$ cat src/rtl/regfile_wb_arbiter.sv
// Writeback arbiter: shares one register-file write port between ALU and load
// results, with an ALU anti-starvation counter and a pending-write scoreboard.
module regfile_wb_arbiter #(
  parameter int DATA_W     = 32,
  parameter int ADDR_W     = 4,
  parameter int NREGS      = 16,
  parameter int PC_IDX     = 9,
  parameter int STARVE_MAX = 3
) (
  input  logic              clk,
  input  logic              rst,
  input  logic              alu_valid,
  input  logic [ADDR_W-1:0] alu_addr,
  input  logic [DATA_W-1:0] alu_data,
  output logic              alu_ready,
  input  logic              mem_valid,
  input  logic [ADDR_W-1:0] mem_addr,
  input  logic [DATA_W-1:0] mem_data,
  output logic              mem_ready,
  input  logic              issue_valid,
  input  logic [ADDR_W-1:0] issue_addr,
  output logic              issue_ready,
  output logic              rf_we,
  output logic [ADDR_W-1:0] rf_waddr,
  output logic [DATA_W-1:0] rf_wdata,
  output logic [NREGS-1:0]  busy,
  output logic              pc_wr_err
);

  localparam int SW = (STARVE_MAX < 1) ? 1 : $clog2(STARVE_MAX + 1);
  localparam logic [SW-1:0]     STARVE_LIM = SW'(STARVE_MAX);
  localparam logic [ADDR_W-1:0] PC_ADDR    = ADDR_W'(PC_IDX);

  logic [SW-1:0]     starve_cnt_reg, starve_cnt_next;
  logic [NREGS-1:0]  busy_reg, busy_next, issue_hit, wb_hit;
  logic              rf_we_reg, pc_wr_err_reg;
  logic [ADDR_W-1:0] rf_waddr_reg, wb_addr;
  logic [DATA_W-1:0] rf_wdata_reg, wb_data;
  logic              alu_force, alu_fire, mem_fire, wb_fire, issue_fire;

  always_comb begin
    alu_force   = alu_valid && (starve_cnt_reg == STARVE_LIM);
    mem_ready   = !rst && mem_valid && !alu_force;
    alu_ready   = !rst && alu_valid && (!mem_valid || alu_force);
    alu_fire    = alu_valid && alu_ready;
    mem_fire    = mem_valid && mem_ready;
    wb_fire     = alu_fire || mem_fire;
    wb_addr     = mem_fire ? mem_addr : alu_addr;
    wb_data     = mem_fire ? mem_data : alu_data;
    issue_ready = !rst && (issue_addr != PC_ADDR) && !(|(busy_reg & issue_hit));
    issue_fire  = issue_valid && issue_ready;
  end

  // Counter only tracks consecutive ALU losses; any other outcome restarts it.
  always_comb begin
    starve_cnt_next = starve_cnt_reg;
    if (alu_valid && mem_fire) begin
      if (starve_cnt_reg != STARVE_LIM)
        starve_cnt_next = starve_cnt_reg + SW'(1);
    end else if (alu_fire || !alu_valid) begin
      starve_cnt_next = '0;
    end
  end

  // Out-of-range addresses match no bit, so they leave the scoreboard alone.
  // A reservation on the same edge as a write to that register keeps it busy.
  generate
    for (genvar gi = 0; gi < NREGS; gi++) begin : g_busy
      assign issue_hit[gi] = (issue_addr == ADDR_W'(gi));
      assign wb_hit[gi]    = wb_fire && (wb_addr != PC_ADDR) && (wb_addr == ADDR_W'(gi));
      assign busy_next[gi] = (issue_fire && issue_hit[gi]) || (busy_reg[gi] && !wb_hit[gi]);
    end
  endgenerate

  always_ff @(posedge clk or posedge rst) begin
    if (rst) begin
      starve_cnt_reg <= '0;
      busy_reg       <= '0;
      rf_we_reg      <= 1'b0;
      pc_wr_err_reg  <= 1'b0;
      rf_waddr_reg   <= '0;
      rf_wdata_reg   <= '0;
    end else begin
      starve_cnt_reg <= starve_cnt_next;
      busy_reg       <= busy_next;
      if (wb_fire) begin
        rf_waddr_reg  <= wb_addr;
        rf_wdata_reg  <= wb_data;
        rf_we_reg     <= (wb_addr != PC_ADDR);
        pc_wr_err_reg <= (wb_addr == PC_ADDR);
      end else begin
        rf_we_reg     <= 1'b0;
        pc_wr_err_reg <= 1'b0;
      end
    end
  end

  assign rf_we     = rf_we_reg;
  assign rf_waddr  = rf_waddr_reg;
  assign rf_wdata  = rf_wdata_reg;
  assign busy      = busy_reg;
  assign pc_wr_err = pc_wr_err_reg;

endmodule
$ cat config.mk
export PLATFORM = sky130hd
export DESIGN_NAME = regfile_wb_arbiter
export DESIGN_NICKNAME = d
export VERILOG_FILES = /design/src/rtl/regfile_wb_arbiter.sv
export SDC_FILE = /design/constraint.sdc
export NUM_CORES = 1
export LEC_CHECK = 0
export ABC_AREA = 1
export BUFFER_PORTS_ARGS = -buffer_cell sky130_fd_sc_hd__buf_4
export CAP_MARGIN = 0
export CORE_MARGIN = 8
export CORE_UTILIZATION = 52
export CTS_BUF_LIST = sky130_fd_sc_hd__clkbuf_8
export DETAILED_ROUTE_END_ITERATION = 8
export PLACE_DENSITY = 0.88
export SLEW_MARGIN = 15
export SYNTH_ARGS = -nofsm -noshare
export SYNTH_HDL_FRONTEND = slang
export SYNTH_SLANG_ARGS = --single-unit
$ cat constraint.sdc
create_clock -name clk -period 7.85 [get_ports clk]
set_clock_uncertainty 0.05 [all_clocks]
set_input_delay 2.355 -clock clk [delete_from_list [all_inputs] [get_ports clk]]
set_output_delay 2.355 -clock clk [all_outputs]
set_load 0.05 [all_outputs]
==> metrics.yaml <==
status: "finished clean"
dp_slack_ns: 1.64
clkPwrFrac_pct: 16.2
power.total_mw: 0.909
fp-row-count: 27
p_int_mw: 0.516
combPwrFrac_pct: 43.5
slew_headroom_pct: 27.8
arrival_ns: 3.84
die_h_um: 92.0
cts_buffer_depth: 2
start_kind: "input port"
firstDrtPassIters: 5
tightest_slew_ns: 1.08
drc_errors: 0
grt_pass1_vias: 3189
synth_edf_count: 0
drv_cap: 0
yosys_warnings: 0
design.die.area_sq_mm: 0.00846
largest_register_ffs: 32
mostFrequentLayoutCell: "buf_4"
netlist.area_leader.share_pct: 46.7
ir_drop_mv: 0.127
drive_gt1_share_pct: 37.1
p_seq_share_pct: 40.3
dp.cells: 555
grt_max_degree: 57
h-tree-depth: 2
cts_buffers: 5
worst_slack_ns: 1.61
postCtsSetupBuffers: 0
cp_data_required_time_ns: 5.45
core_area_sq_mm: 0.00554
fmax_mhz: 160
switching_share_pct: 43.3
cts.repair.resized: 0
cp_num_cells: 6
p_leak_nw: 2.22
ys_seq_elements: 56
dieWidth_um: 92.0
vias: 2999
grt_antenna_before_repair: 0
synthFlopType: "dfrtp_1"
drtIter0Drc: 118
critPathMaxStageDelay_ns: 0.68
synth_compound_area_share_pct: 14.6
setup_tns_ns: 0
muxShareOfSynthArea_pct: 0
ys_seq_area_share_pct: 46.7
synthAdderAreaFrac_pct: 0.417
grt_util_all_layers_pct: 21.8
portBuffers: 137
syn_to_final_growth_pct: 37.0
path_clk_slew_ns: 0.09
fin_cells: 562
grt_pass1_wl_um: 15000
path_delay_family: "simple AND/OR/NAND/NOR gates"
cts.sinks: 56
fin_crit_sh_pct: 79.5
io_pins: 138
crit_chain: "buf_4 > inv_1 > nor2_1 > nand2_1 > inv_1 > buf_4"
ctsRootBufferMaster: "clkbuf_8"
mostFrequentLayoutCells: "138 x buf_4, 56 x dfrtp_1, 54 x inv_1, 47 x nand2_1"
synthSimpleGateAreaFrac_pct: 27.7
synth_cells: 361
drv_slew: 0
rsz0062_at_grt: "false"
final-hold-violation-count: 0
gp_congestion: 0.876
final_util_pct: 74.2
antennaDiodeCount: 0
hp-class: "reg2reg"
synth_top_family_by_area: "simple AND/OR/NAND/NOR gates"
cts_tree: "built"
initial_core_util_pct: 54.2
async_reset_ff_share_pct: 100
synth-xor-area-share_pct: 0
yosysTopAreaCell: "dfrtp_1"
synth_cell_types: 30
syn_area_per_cell_sq_um: 8.32
cp-end-kind: "output port"
nets: 572
p_per_area_mw_per_mm2: 221
worstRegToRegCells: 9
power.switching_mw: 0.393
avgRoutedWirePerCell_um: 16.4
synth_area_leaders: "dfrtp_1 47%, inv_1 6.8%, o22ai_1 6.7%"
holdBufCountCts: 0
syn_area_sq_mm: 0.00300
crit_buf_inv: 4
fin_crit_ns: 6.24
synth_nets: 443
grt.overflow.total: 0
nFillCells: 422
routed_wl_um: 9200
ant_nets: 0
viasPerCell: 5.34
whs_path_depth: 0
clk_latency_ns: 0.31
setup_viol: 0
crit_type: "in2out"
path_max_fanout: 33
hpwl_um: 7280
slowest_stage: "nand2_1"
## per-layer routing
layer	GRT usage [%]	wire length, um
met2	39.0	4880
met4	10.5	342
met1	22.7	3320
met5	0	0
met3	6.85	649
## worst register-to-register path, cell delays in order, from the launching register on
cell and delay [ns]:
dfrtp_1 0.40, ha_1 0.18, nand2_2 0.10, nand2_2 0.63
inv_2 0.16, nor2_4 0.75, inv_2 0.27, nand2_1 0.19
o21ai_1 0.07, nand2_1 0.08
## synth_stat cells, types with 7 or more instances
| master | instances |
|---|---|
| nand2_4 | 7 |
| inv_1 | 54 |
| nor2_1 | 30 |
| nand3_1 | 25 |
| nand2_1 | 47 |
| o22ai_1 | 32 |
| nand4_1 | 16 |
| a21oi_1 | 32 |
| dfrtp_1 | 56 |
| nand2_2 | 10 |
## layout make-up
type	count	area [sq um]	area share (%)
clock buffer	5	68.8	1.67
clock inverter	2	8.76	0.213
tap	72	90.1	2.19
sequential	56	1400	34.1
timing repair buffer	138	1040	25.2
multi-input combinational	229	1280	31.2
inverter	60	225	5.48
## stage by stage
| step | hold WS, ns | area, sq um |
|---|---|---|
| after global placement | 0.363 | 4040 |
| final | 0.389 | 4110 |
| after detailed placement | 0.367 | 4040 |
| after global routing | 0.397 | 4110 |
| after floorplan | 0.412 | 3000 |
| after CTS | 0.388 | 4110 |
## power groups by stage
stage	Combinational, mW	Sequential, mW	Clock [mW]
floorplan	0.103	0.525	0
global placement	0.390	0.369	0
detailed placement	0.398	0.371	0
CTS	0.398	0.366	0.150
global route	0.421	0.371	0.165
finish	0.395	0.366	0.147
## final timing paths
path | startpoint | end | slack [ns]
setup / recovery | alu_valid | alu_ready | 1.61
hold reg to reg | busy[9]$_DFF_PP0_ | busy[9]$_DFF_PP0_ | 0.39
setup reg to reg | starve_cnt_reg[0]$_DFFE_PP0P_ | busy[8]$_DFF_PP0_ | 4.92
min in group asynchronous | rst | busy[15]$_DFF_PP0_ | 2.27
max in group asynchronous | rst | rf_wdata[10]$_DFFE_PP0P_ | 5.03
hold / removal | busy[9]$_DFF_PP0_ | busy[9]$_DFF_PP0_ | 0.39
## logic make-up (layout without fill, tap and decap cells)
family                   after synthesis  count (layout)
adder cells (fa/ha/maj)                1               1
AND/OR/NAND/NOR                      151             151
flip-flops                            56              56
AO/OA/AOI/OAI                         77              77
buffers and inverters                 76             205
No activity file was read; power rests on OpenSTA's default activity.
